`config.mk`:
```
export PLATFORM = sky130hd
export DESIGN_NAME = neogeo_video_out_timing
export DESIGN_NICKNAME = d
export VERILOG_FILES = /design/src/rtl/neogeo_video_out_timing.sv
export SDC_FILE = /design/constraint.sdc
export NUM_CORES = 1
export LEC_CHECK = 0
export CAP_MARGIN = 40
export CORE_ASPECT_RATIO = 0.5
export CORE_MARGIN = 4
export CORE_UTILIZATION = 50
export CTS_BUF_LIST = sky130_fd_sc_hd__clkbuf_16
export DETAILED_ROUTE_END_ITERATION = 16
export GPL_ROUTABILITY_DRIVEN = 0
export HOLD_SLACK_MARGIN = 0.15
export PLACE_DENSITY = 0.86
export SKIP_LAST_GASP = 1
export SLEW_MARGIN = 15
export SYNTH_ARGS = -nofsm -noshare
export SYNTH_HDL_FRONTEND = slang
export SYNTH_SLANG_ARGS = --single-unit
```
`constraint.sdc`:
```
create_clock -name CLK -period 2.9 [get_ports CLK]
set_clock_uncertainty 0.05 [all_clocks]
set_input_delay 0.29 -clock CLK [delete_from_list [all_inputs] [get_ports CLK]]
set_output_delay 0.29 -clock CLK [all_outputs]
set_load 0.005 [all_outputs]
```
`src/rtl/neogeo_video_out_timing.sv`:
```
`timescale 1ns/1ps
// neogeo_video_out_timing
//
// Output timing stage that sits right after the LSPC sync generator. The raw
// sync signals are delayed so they line up with the pixel data pipeline. They
// are then turned into clean blanking, data-enable and sync outputs, with an
// optional 304-pixel narrow crop and active-area X/Y counters.
//
// Parameters
//   PIPE_DLY    pixel-enable delay applied to the sync inputs (0..15)
//   H_CROP      pixels blanked at each side of the active line in narrow mode
//   H_ACTIVE    nominal active pixels per line
//
// Ports
//   CLK          in   system clock
//   RESETP       in   asynchronous active-high reset
//   PIX_CE       in   one-CLK pixel enable (6 MHz); all timing state advances on it
//   NARROW       in   1 = crop line to H_ACTIVE-2*H_CROP pixels, taken at line start
//   HSYNC        in   horizontal sync from sync generator, active-low
//   VSYNC        in   vertical sync from sync generator, active-high
//   BNK          in   low during vertical blank
//   CHBL         in   high during horizontal blank
//   CE_PIX       out  PIX_CE delayed by one CLK
//   HS           out  horizontal sync, active-high
//   VS           out  vertical sync, active-high, changes only when HS rises
//   HBLANK       out  horizontal blank including the crop region
//   VBLANK       out  vertical blank, changes only when HBLANK rises
//   DE           out  data enable, ~HBLANK & ~VBLANK
//   ACT_X        out  active pixel index within the line
//   ACT_Y        out  active line index within the frame
//   FRAME_START  out  one-CLK pulse on the first DE pixel of a frame
module neogeo_video_out_timing #(
    parameter int PIPE_DLY = 4,
    parameter int H_CROP   = 8,
    parameter int H_ACTIVE = 320
) (
    input  logic       CLK,
    input  logic       RESETP,
    input  logic       PIX_CE,
    input  logic       NARROW,
    input  logic       HSYNC,
    input  logic       VSYNC,
    input  logic       BNK,
    input  logic       CHBL,
    output logic       CE_PIX,
    output logic       HS,
    output logic       VS,
    output logic       HBLANK,
    output logic       VBLANK,
    output logic       DE,
    output logic [8:0] ACT_X,
    output logic [8:0] ACT_Y,
    output logic       FRAME_START
);

    localparam logic [8:0] CROP_LO = 9'(H_CROP);
    localparam logic [8:0] CROP_HI = 9'(H_ACTIVE - H_CROP);
    localparam logic [8:0] CNT_MAX = 9'h1FF;

    // Bit order of a delay-line word: {HSYNC, VSYNC, BNK, CHBL}.
    localparam logic [3:0] SYNC_IDLE = 4'b1001;

    logic [3:0] sync_in;
    logic [3:0] sync_d;
    logic       hsync_d;
    logic       vsync_d;
    logic       bnk_d;
    logic       chbl_d;

    logic       chbl_q;
    logic [8:0] hcnt;
    logic       narrow_l;
    logic       line_de;
    logic       frame_armed;

    logic       chbl_fall;
    logic       chbl_rise;
    logic [8:0] hcnt_next;
    logic       crop;
    logic       hblank_next;
    logic       hblank_rise;
    logic       hs_next;
    logic       hs_rise;
    logic       vblank_next;
    logic       de_next;
    logic [8:0] act_x_next;
    logic [8:0] act_y_next;
    logic       line_de_next;
    logic       armed_next;

    assign sync_in = {HSYNC, VSYNC, BNK, CHBL};

    // The delay line resets to idle sync levels. This way a reset in the
    // middle of a line looks like blanking rather than a stale partial line.
    generate
        if (PIPE_DLY == 0) begin : g_no_dly
            assign sync_d = sync_in;
        end else begin : g_dly
            logic [3:0] stage [PIPE_DLY];

            always_ff @(posedge CLK or posedge RESETP) begin
                if (RESETP) begin
                    for (int i = 0; i < PIPE_DLY; i++) begin
                        stage[i] <= SYNC_IDLE;
                    end
                end else if (PIX_CE) begin
                    stage[0] <= sync_in;
                    for (int i = 1; i < PIPE_DLY; i++) begin
                        stage[i] <= stage[i-1];
                    end
                end
            end

            assign sync_d = stage[PIPE_DLY-1];
        end
    endgenerate

    assign {hsync_d, vsync_d, bnk_d, chbl_d} = sync_d;

    assign DE = ~HBLANK & ~VBLANK;

    // Next-state values for the enable-gated timing registers. Every edge
    // (HS rise, HBLANK rise, CHBL_d edges) is judged on the value about to be
    // loaded, so the edge and its side effects land on the same enable.
    always_comb begin
        chbl_fall = chbl_q & ~chbl_d;
        chbl_rise = ~chbl_q & chbl_d;

        hcnt_next = hcnt;
        if (chbl_fall) begin
            hcnt_next = '0;
        end else if (!chbl_d && hcnt != CNT_MAX) begin
            hcnt_next = hcnt + 9'd1;
        end

        crop        = narrow_l & ((hcnt_next < CROP_LO) | (hcnt_next >= CROP_HI));
        hblank_next = chbl_d | crop;
        hblank_rise = hblank_next & ~HBLANK;

        hs_next = ~hsync_d;
        hs_rise = hs_next & ~HS;

        // VBLANK only moves at the end of a line, so a BNK edge can never
        // split a line.
        vblank_next = hblank_rise ? ~bnk_d : VBLANK;
        de_next     = ~hblank_next & ~vblank_next;

        act_x_next = ACT_X;
        if (hblank_rise) begin
            act_x_next = '0;
        end else if (DE && ACT_X != CNT_MAX) begin
            act_x_next = ACT_X + 9'd1;
        end

        // The current DE is ORed in because the last visible pixel is still
        // being shown on the enable where HBLANK rises.
        act_y_next = ACT_Y;
        if (vblank_next) begin
            act_y_next = '0;
        end else if (hblank_rise && (line_de || DE) && ACT_Y != CNT_MAX) begin
            act_y_next = ACT_Y + 9'd1;
        end

        line_de_next = line_de;
        if (hblank_rise) begin
            line_de_next = 1'b0;
        end else if (DE) begin
            line_de_next = 1'b1;
        end

        armed_next = frame_armed;
        if (de_next) begin
            armed_next = 1'b0;
        end else if (vblank_next) begin
            armed_next = 1'b1;
        end
    end

    // Pixel-rate timing registers. They hold whenever PIX_CE is low. VS
    // samples the delayed VSYNC of the very enable on which HS rises.
    always_ff @(posedge CLK or posedge RESETP) begin
        if (RESETP) begin
            HS          <= 1'b0;
            VS          <= 1'b0;
            HBLANK      <= 1'b1;
            VBLANK      <= 1'b1;
            ACT_X       <= '0;
            ACT_Y       <= '0;
            chbl_q      <= 1'b1;
            hcnt        <= '0;
            narrow_l    <= 1'b0;
            line_de     <= 1'b0;
            frame_armed <= 1'b1;
        end else if (PIX_CE) begin
            HS <= hs_next;
            if (hs_rise) begin
                VS <= vsync_d;
            end
            chbl_q <= chbl_d;
            hcnt   <= hcnt_next;
            if (chbl_rise) begin
                narrow_l <= NARROW;
            end
            HBLANK      <= hblank_next;
            VBLANK      <= vblank_next;
            ACT_X       <= act_x_next;
            ACT_Y       <= act_y_next;
            line_de     <= line_de_next;
            frame_armed <= armed_next;
        end
    end

    // CLK-rate registers. FRAME_START is qualified by PIX_CE, so it clears
    // on the CLK after the enable that raised it.
    always_ff @(posedge CLK or posedge RESETP) begin
        if (RESETP) begin
            CE_PIX      <= 1'b0;
            FRAME_START <= 1'b0;
        end else begin
            CE_PIX      <= PIX_CE;
            FRAME_START <= PIX_CE & de_next & frame_armed;
        end
    end

endmodule

```
==> Word-level counts from Yosys, hierarchy flattened <==
Cells that the tools add are included.
{ "totals": {"ff_bits": 53, "in_bits": 8, "out_inout_bits": 25} }
{ "classes": {"n_addsub": 3, "order_cmp": 2, "eq_ne": 3, "mux": 11, "n_bitwise": 20, "n_reduce_logical": 16} }
{ "op_table": {"columns": ["cell", "count"], "rows": [
  ["$mux 9", 6],
  ["$add 9x1->9 const B", 3],
  ["$ne 9x9->1 const B", 3],
  ["$reduce_and 2->1", 6],
  ["$and 1x1->1", 9],
  ["$ge 9x9->1 const B", 1],
  ["$lt 9x4->1 const B", 1],
  ["$not 1->1", 9],
  ["$reduce_bool 2->1", 4],
  ["$mux 1", 5],
  ["$logic_and 1x1->1", 4],
  ["$or 1x1->1", 2],
  ["$logic_not 1->1", 1],
  ["$logic_or 1x1->1", 1]
]} }

==> Logic depth before layout (Yosys ltp) <==
Gate-level depths: netlist of run 1.
{ "logic_depth": {"depth_word": 14, "depth_mapped": 13, "mapped_depth_nobuf": 12} }

==> Least setup slack after synthesis of run 1 <==
No wires, ideal clock.
{ "synth_timing": {"path_type": "flip-flop to flip-flop", "startpoint": "reg hcnt[0]", "endpoint": "reg ACT_Y[0]", "setup_ns": 0.125, "arrival_ns": 2.917, "t_required_ns": 2.725, "path_slack_ns": -0.192, "path_stages_with_launch": 14, "cell_sequence": "dfrtp_1 ha_1 nand3_1 nor2_1 ha_1 or3b_4 or2_4 nand4_1 o22ai_1 o21a_1 o311a_4 and3_4 buf_6 mux2_2"} }
{ "synth_between": {"elab_chain_len": 13, "elab_cells_between_ends": 17} }
{ "synth_rtl": {"columns": ["item", "line_no", "source"], "rows": [
  ["start, declared", "71", "logic [8:0] hcnt;"],
  ["start signal, assigned", "200", "hcnt <= hcnt_next;"],
  ["branches (longest 2 deep; another with $add 9x1->9)", null, null],
  ["$mux 9 *", "132", "end else if (!chbl_d && hcnt != CNT_MAX) begin"],
  ["$mux 9 *", "130", "if (chbl_fall) begin"],
  ["$lt 9x4->1 / $ge 9x9->1 (equally long branches)", "136", "crop = narrow_l & ((hcnt_next < CROP_LO) | (hcnt_next >= CROP_HI));"],
  ["$or 1x1->1 *", "136", null],
  ["$and 1x1->1 *", "136", null],
  ["$or 1x1->1 *", "137", "hblank_next = chbl_d | crop;"],
  ["$and 1x1->1 *", "138", "hblank_rise = hblank_next & ~HBLANK;"],
  ["$logic_and 1x1->1 (2 in a row)", "160", "end else if (hblank_rise && (line_de || DE) && ACT_Y != CNT_MAX) begin"],
  ["$reduce_bool 2->1 (no source line)", null, null],
  ["$reduce_and 2->1 (no source line)", null, null],
  ["end signal, assigned", "207", "ACT_Y <= act_y_next;"],
  ["end, declared", "52", "output logic [8:0] ACT_Y,"]
]} }
Every way passes the cells marked *.
A chain may end at the register's enable or synchronous reset.

==> Final worst setup path of run 1 <==
{ "layout_timing": {"startpoint": "reg hcnt[1]", "endpoint": "reg ACT_Y[0]"} }
The elaborated chain is that of the path after synthesis.

==> results of run 1 <==
## flip-flops by register name, indices dropped and copies added, names as in the netlist
name / count
HS: 1
frame_armed: 1
CE_PIX: 1
sync_d: 4
g_dly.stage: 12
hcnt: 9
ACT_X: 9
VBLANK: 1
chbl_q: 1
narrow_l: 1
FRAME_START: 1
VS: 1
line_de: 1
ACT_Y: 9
HBLANK: 1
## worst max-delay path, delay by kind of cell, from the launching register on
kind	cells	cell delay, ps
simple gates	5	880
mux	1	270
fa+ha+maj	2	360
flops	1	410
compound gates	4	930
## kinds of logic (layout without fill, tap and decap cells)
group           after synthesis  after routing
compound gates               61             61
simple gates                 80             81
buf+inv                      18             82
mux                          19             19
fa+ha+maj                     6              6
flops                        53             53
xor+xnor                      9              9
## timing repair
| item | in CTS | in global routing |
|---|---|---|
| pin swaps | 3 | 12 |
| setup buffers | 2 | 6 |
| resized for setup | 10 | 22 |
| gates cloned | 0 | 1 |
| setup endpoints to repair | 21 | 22 |
## power by group
group | switching (W) | internal (W)
combinational | 0.000372 | 0.000380
sequential | 0.000141 | 0.000899
clock | 0.000290 | 0.000408
total | 0.000803 | 0.00169
## cells in the mapped netlist (2+ instances only)
library cell  number  area, sq um
o31ai_1            6         45.0
dfstp_2           12          315
ha_1               6         75.1
nor3_1             2         10.0
nor2b_1            2         12.5
o21ai_0           22          110
or3_1              2         12.5
dfrtp_1           41         1030
nand4_1            5         31.3
a31oi_1            2         12.5
and3_1             2         12.5
or2_2              2         12.5
nand3_1            7         35.0
a22o_2             8         80.1
mux2_2            19          214
inv_1              9         33.8
clkbuf_1           2         7.51
nand2_1           23         86.3
a21oi_1            9         45.0
buf_1              3         11.3
nand4b_1           2         17.5
xnor2_1            3         26.3
nor2_1            22         82.6
o22ai_1            2         12.5
buf_6              3         33.8
o21a_1             2         15.0
xor2_1             6         52.6
a21o_2             2         17.5
## layer usage
layer	part of all wire [%]	track usage [%]	vias to the layer above	routed length (microns)
met3	7.0	4.99	41	577
li1	-	-	1014	-
met2	49	38.6	153	4050
met5	0	0	-	0
met4	3.4	10.0	0	278
met1	40	25.1	1215	3290
## cell type report
cell class                 count  area [sq um]
inverter                       9          33.8
tap                           70          87.6
clock buffer                   5           125
clock inverter                 3          42.5
sequential                    53          1340
fill                         296          1430
timing repair buffer          65           592
multi-input combinational    176          1370
## worst paths after layout
kind	from	end	slack, ps	depth (start not counted)
max in group asynchronous	RESETP	sync_d[3]	1730	4
setup reg to reg	hcnt[1]	ACT_Y[0]	-130	12
hold reg to reg	sync_d[1]	VBLANK	450	1
hold / removal	RESETP	ACT_X[0]	310	2
setup / recovery	hcnt[1]	ACT_Y[0]	-130	12
min in group CLK	sync_d[1]	VBLANK	450	1
## through the flow
step / area, sq um / hold WS [ps] / setup WS [ps]
final: 3600 / 315 / -128
after global routing: 3600 / 352 / -213
after CTS: 3440 / 332 / -39.7
after detailed placement: 3200 / 417 / -104
after global placement: 3180 / 405 / 37.5
after floorplan: 2660 / 271 / -22.8
==> impl_metrics.json, run 1 <==
{
  "ys_warn_count": 0,
  "end_kind": "flip-flop",
  "final_cell_mix": "dfrtp_1, clkdlybuf4s50_1, buf_4",
  "cts_tree": "yes",
  "cts_made_buffers": 5,
  "drt-vias-per-instance": 6.36,
  "synthToLayoutAreaGrowth_pct": 35.7,
  "grt_pass1_wl_microns": 11100,
  "worstPathArrival_ps": 3160,
  "critPathSlowestCell": "dfrtp_1",
  "cts.clk_slew.worst_paths_ps": 80,
  "slew_headroom_pct": 61.7,
  "crit_chain": "ha_4, nand3_2, nor2_1, ha_2, or3b_4, or2_4, nand4_1, o22ai_2, o21a_4, o311a_4, a21o_4, mux2_2",
  "vias": 2423,
  "track_usage_pct": 21.5,
  "p_leak_nw": 1.54,
  "hold_buffers": 0,
  "htreeDepth": 2,
  "die_h_microns": 59.5,
  "synthAdderAreaFrac_pct": 2.83,
  "nets": 324,
  "cts_sinks": 53,
  "p_total_w": 0.00249,
  "route.detailed.drc": 0,
  "antennaDiodeCount": 0,
  "wl_per_cell_microns": 21.5,
  "grt_max_degree": 40,
  "vdd_drop_max_mv": 0.354,
  "synth_cells": 246,
  "drv_slew": 0,
  "hold_violations": 0,
  "grt_remaining_overflow": 0,
  "critPathLaunchType": "flip-flop",
  "cp_data_required_time_ps": 3030,
  "layout-drive-gt1-share_pct": 36.3,
  "path_class": "reg -> reg",
  "io_buffers": 32,
  "die_w_microns": 111,
  "drt-total-wl_microns": 8200,
  "fp.coreArea_sq_um": 5020,
  "synth_simple_gate_area_share_pct": 15.8,
  "core.rowCount": 18,
  "fmax_mhz": 330,
  "finalWorstSetupSlack_ps": -128,
  "synth_area_sq_um": 2650,
  "ys_types": 48,
  "pin_count": 33,
  "outcome": "finished, violations left",
  "synth_seq_cells": 53,
  "p_per_area_nw_per_um2": 693,
  "yosysSeqAreaShare_pct": 50.6,
  "dp.cells": 364,
  "worst-path-max-fanout": 5,
  "drt-initial-drc-count": 255,
  "async_flop_share_pct": 100,
  "antenna_found_initial": 0,
  "synth_edf_count": 0,
  "mostFrequentLayoutCell": "dfrtp_1",
  "fin_util_pct": 71.6,
  "fin_tns_setup_ps": -739,
  "ys.flop_type": "dfrtp_1",
  "syn_nets": 260,
  "initial_utilization_pct": 52.8,
  "synthMuxAreaShare_pct": 8.07,
  "dr.pass1.iters": 5,
  "final_cells": 381,
  "die_area_sq_um": 6600,
  "grt_pass1_vias": 2288,
  "violations": "setup timing",
  "cpPeakStageDelay_ps": 410,
  "finalSetupViolCount": 13,
  "ant_nets": 0,
  "worst_pin_slew_ps": 574,
  "grt_setup_unrepaired": "yes",
  "synth_top_family_by_area": "compound AO/OA/AOI/OAI gates",
  "hpwl_microns": 4280,
  "synth-compound-area-share_pct": 16.0,
  "synth_area_per_cell_sq_um": 10.8,
  "synth_xor_area_share_pct": 2.97,
  "clockBufferDepth": 2,
  "drv_cap": 0,
  "fin_crit_ps": 3030,
  "hold_path.class": "in -> async",
  "clk_latency_ps": 300,
  "fin_crit_sh_pct": 104,
  "clock-root-buffer": "clkbuf_16"
}
No activity file was read; power rests on OpenSTA's default activity.
==> inputs of run 2 (changes only) <==
Settings changed: CORE_UTILIZATION 50 to 40, PLACE_DENSITY 0.86 to 0.73.
==> run 2 against run 1 <==
  * The flow still finishes with violations (setup timing)
  * Global-route usage down 5.4 points
  * Sequential share of layout area up 1.0 points
  * Routed wire length down 26%
  * Via count is 14% lower
  * Maximum frequency is essentially flat
  * Combinational power fell by 11%
  * Register-to-register slack hardly changed
  * Critical path depth did not move
  * Critical path type unchanged
==> impl_metrics.json, run 2 (synthesized netlist as in run 1, its figures left out) <==
{
  "grt_use_met1_pct": 19.9,
  "die_area_sq_um": 8070,
  "track_usage_pct": 16.1,
  "drt-initial-drc-count": 136,
  "violations": "setup timing",
  "worstPathArrival_ps": 3150,
  "synthToLayoutAreaGrowth_pct": 32.0,
  "die_h_microns": 65.6,
  "grt_busiest_layer": "met2",
  "nets": 319,
  "hold_path.class": "in -> async",
  "critPathLaunchType": "flip-flop",
  "die_w_microns": 123,
  "hold_violations": 0,
  "grt_remaining_overflow": 0,
  "route.detailed.drc": 0,
  "vias": 2083,
  "drv_slew": 0,
  "fp.coreArea_sq_um": 6230,
  "fin_crit_ps": 3030,
  "grt_pass1_vias": 2174,
  "grt_max_degree": 40,
  "drt-total-wl_microns": 6050,
  "path_class": "reg -> reg",
  "core.rowCount": 20,
  "final_cell_mix": "dfrtp_1, clkdlybuf4s50_1, buf_4",
  "p_per_area_nw_per_um2": 675,
  "clockBufferDepth": 2,
  "htreeDepth": 2,
  "cts_sinks": 53,
  "dr.pass1.iters": 4,
  "fin_crit_sh_pct": 104,
  "met3_usage_pct": 3.35,
  "slew_headroom_pct": 70.9,
  "largest_register_ffs": 12,
  "drt-vias-per-instance": 5.29,
  "p_total_w": 0.00236,
  "finalWorstSetupSlack_ps": -129,
  "worst_pin_slew_ps": 436,
  "end_kind": "flip-flop",
  "grt_pass1_wl_microns": 10300,
  "pin_count": 33,
  "cts.clk_slew.worst_paths_ps": 70,
  "wl_per_cell_microns": 15.3,
  "finish.instance_area_sq_um": 3500,
  "fmax_mhz": 330,
  "hpwl_microns": 4110,
  "grt_util_met2_pct": 28.2,
  "drv_cap": 0,
  "cts_tree": "yes",
  "clk_latency_ps": 290,
  "grt_setup_unrepaired": "yes",
  "worst-path-max-fanout": 5,
  "ant_nets": 0,
  "layout-drive-gt1-share_pct": 34.0,
  "top_register": "g_dly.stage",
  "placed_area_sq_um": 3190,
  "mostFrequentLayoutCell": "dfrtp_1",
  "antenna_found_initial": 0,
  "initial_utilization_pct": 42.5,
  "clock-root-buffer": "clkbuf_16",
  "hold_buffers": 0,
  "p_leak_nw": 1.51,
  "finalSetupViolCount": 11,
  "vdd_drop_max_mv": 0.309,
  "antennaDiodeCount": 0,
  "outcome": "finished, violations left",
  "cts_made_buffers": 5,
  "cp_data_required_time_ps": 3030,
  "io_buffers": 32
}
[run 2: report_power, final]
group / internal, W / leakage, nW / total, W / switching [W]
Clock: 0.000408 / 0.0856 / 0.000674 / 0.000266
Combinational: 0.000354 / 0.758 / 0.000671 / 0.000316
Sequential: 0.000899 / 0.662 / 0.00102 / 0.000118
[run 2: worst max-delay path, cell delays in order, from the launching register on]
cell,delay [ps]
dfrtp_1,360
ha_2,190
nand3_2,80
nor2_2,100
ha_2,210
and4bb_2,260
or4b_1,480
nand4b_1,130
nand4_1,170
o21ai_2,240
o221ai_4,140
a21o_4,240
a22o_2,260
[run 2: repair_timing]
item,in CTS,in global routing
pin swaps,8,6
endpoints found under the hold margin,0,0
cloned,0,0
resized for setup,12,10
setup endpoints to repair,17,22
buffers inserted,4,2
[run 2: through the flow]
step | setup TNS, ps | setup WS (ps) | utilization (%) | cells | hold slack, ps
2_1_floorplan | -22.8 | -22.8 | - | 246 | 271
3_3_place_gp | 0 | 19.9 | 51.2 | 380 | 404
3_5_place_dp | -1060 | -113 | 51.2 | 380 | 408
4_1_cts | -439 | -63.2 | 55.1 | 392 | 188
5_1_grt | -4200 | -297 | 56.1 | 394 | 206
6_report | -884 | -129 | 56.1 | 394 | 180
[run 2: final timing paths]
kind	cells after the start	startpoint	endpoint	slack, ps
min in group CLK	2	frame_armed	frame_armed	420
max in group asynchronous	3	RESETP	sync_d[0]	1970
max reg2reg	12	hcnt[1]	ACT_Y[7]	-130
max	12	hcnt[1]	ACT_Y[7]	-130
min reg2reg	2	frame_armed	frame_armed	420
min	2	RESETP	g_dly.stage[6]	180
[run 2: routing by layer]
layer  share of wire [%]  up-vias
met5                   0        -
met1                  45     1011
met3                 4.0       12
met2                  50       56
met4                 1.4        0
li1                    -     1004
[run 2: area by class of cell]
type	instances	area [sq um]
tap	88	110
clock buffer	5	125
clock inverter	3	42.5
fill	512	2730
multi-input combinational	175	1300
sequential	53	1340
timing repair buffer	61	542
inverter	9	33.8
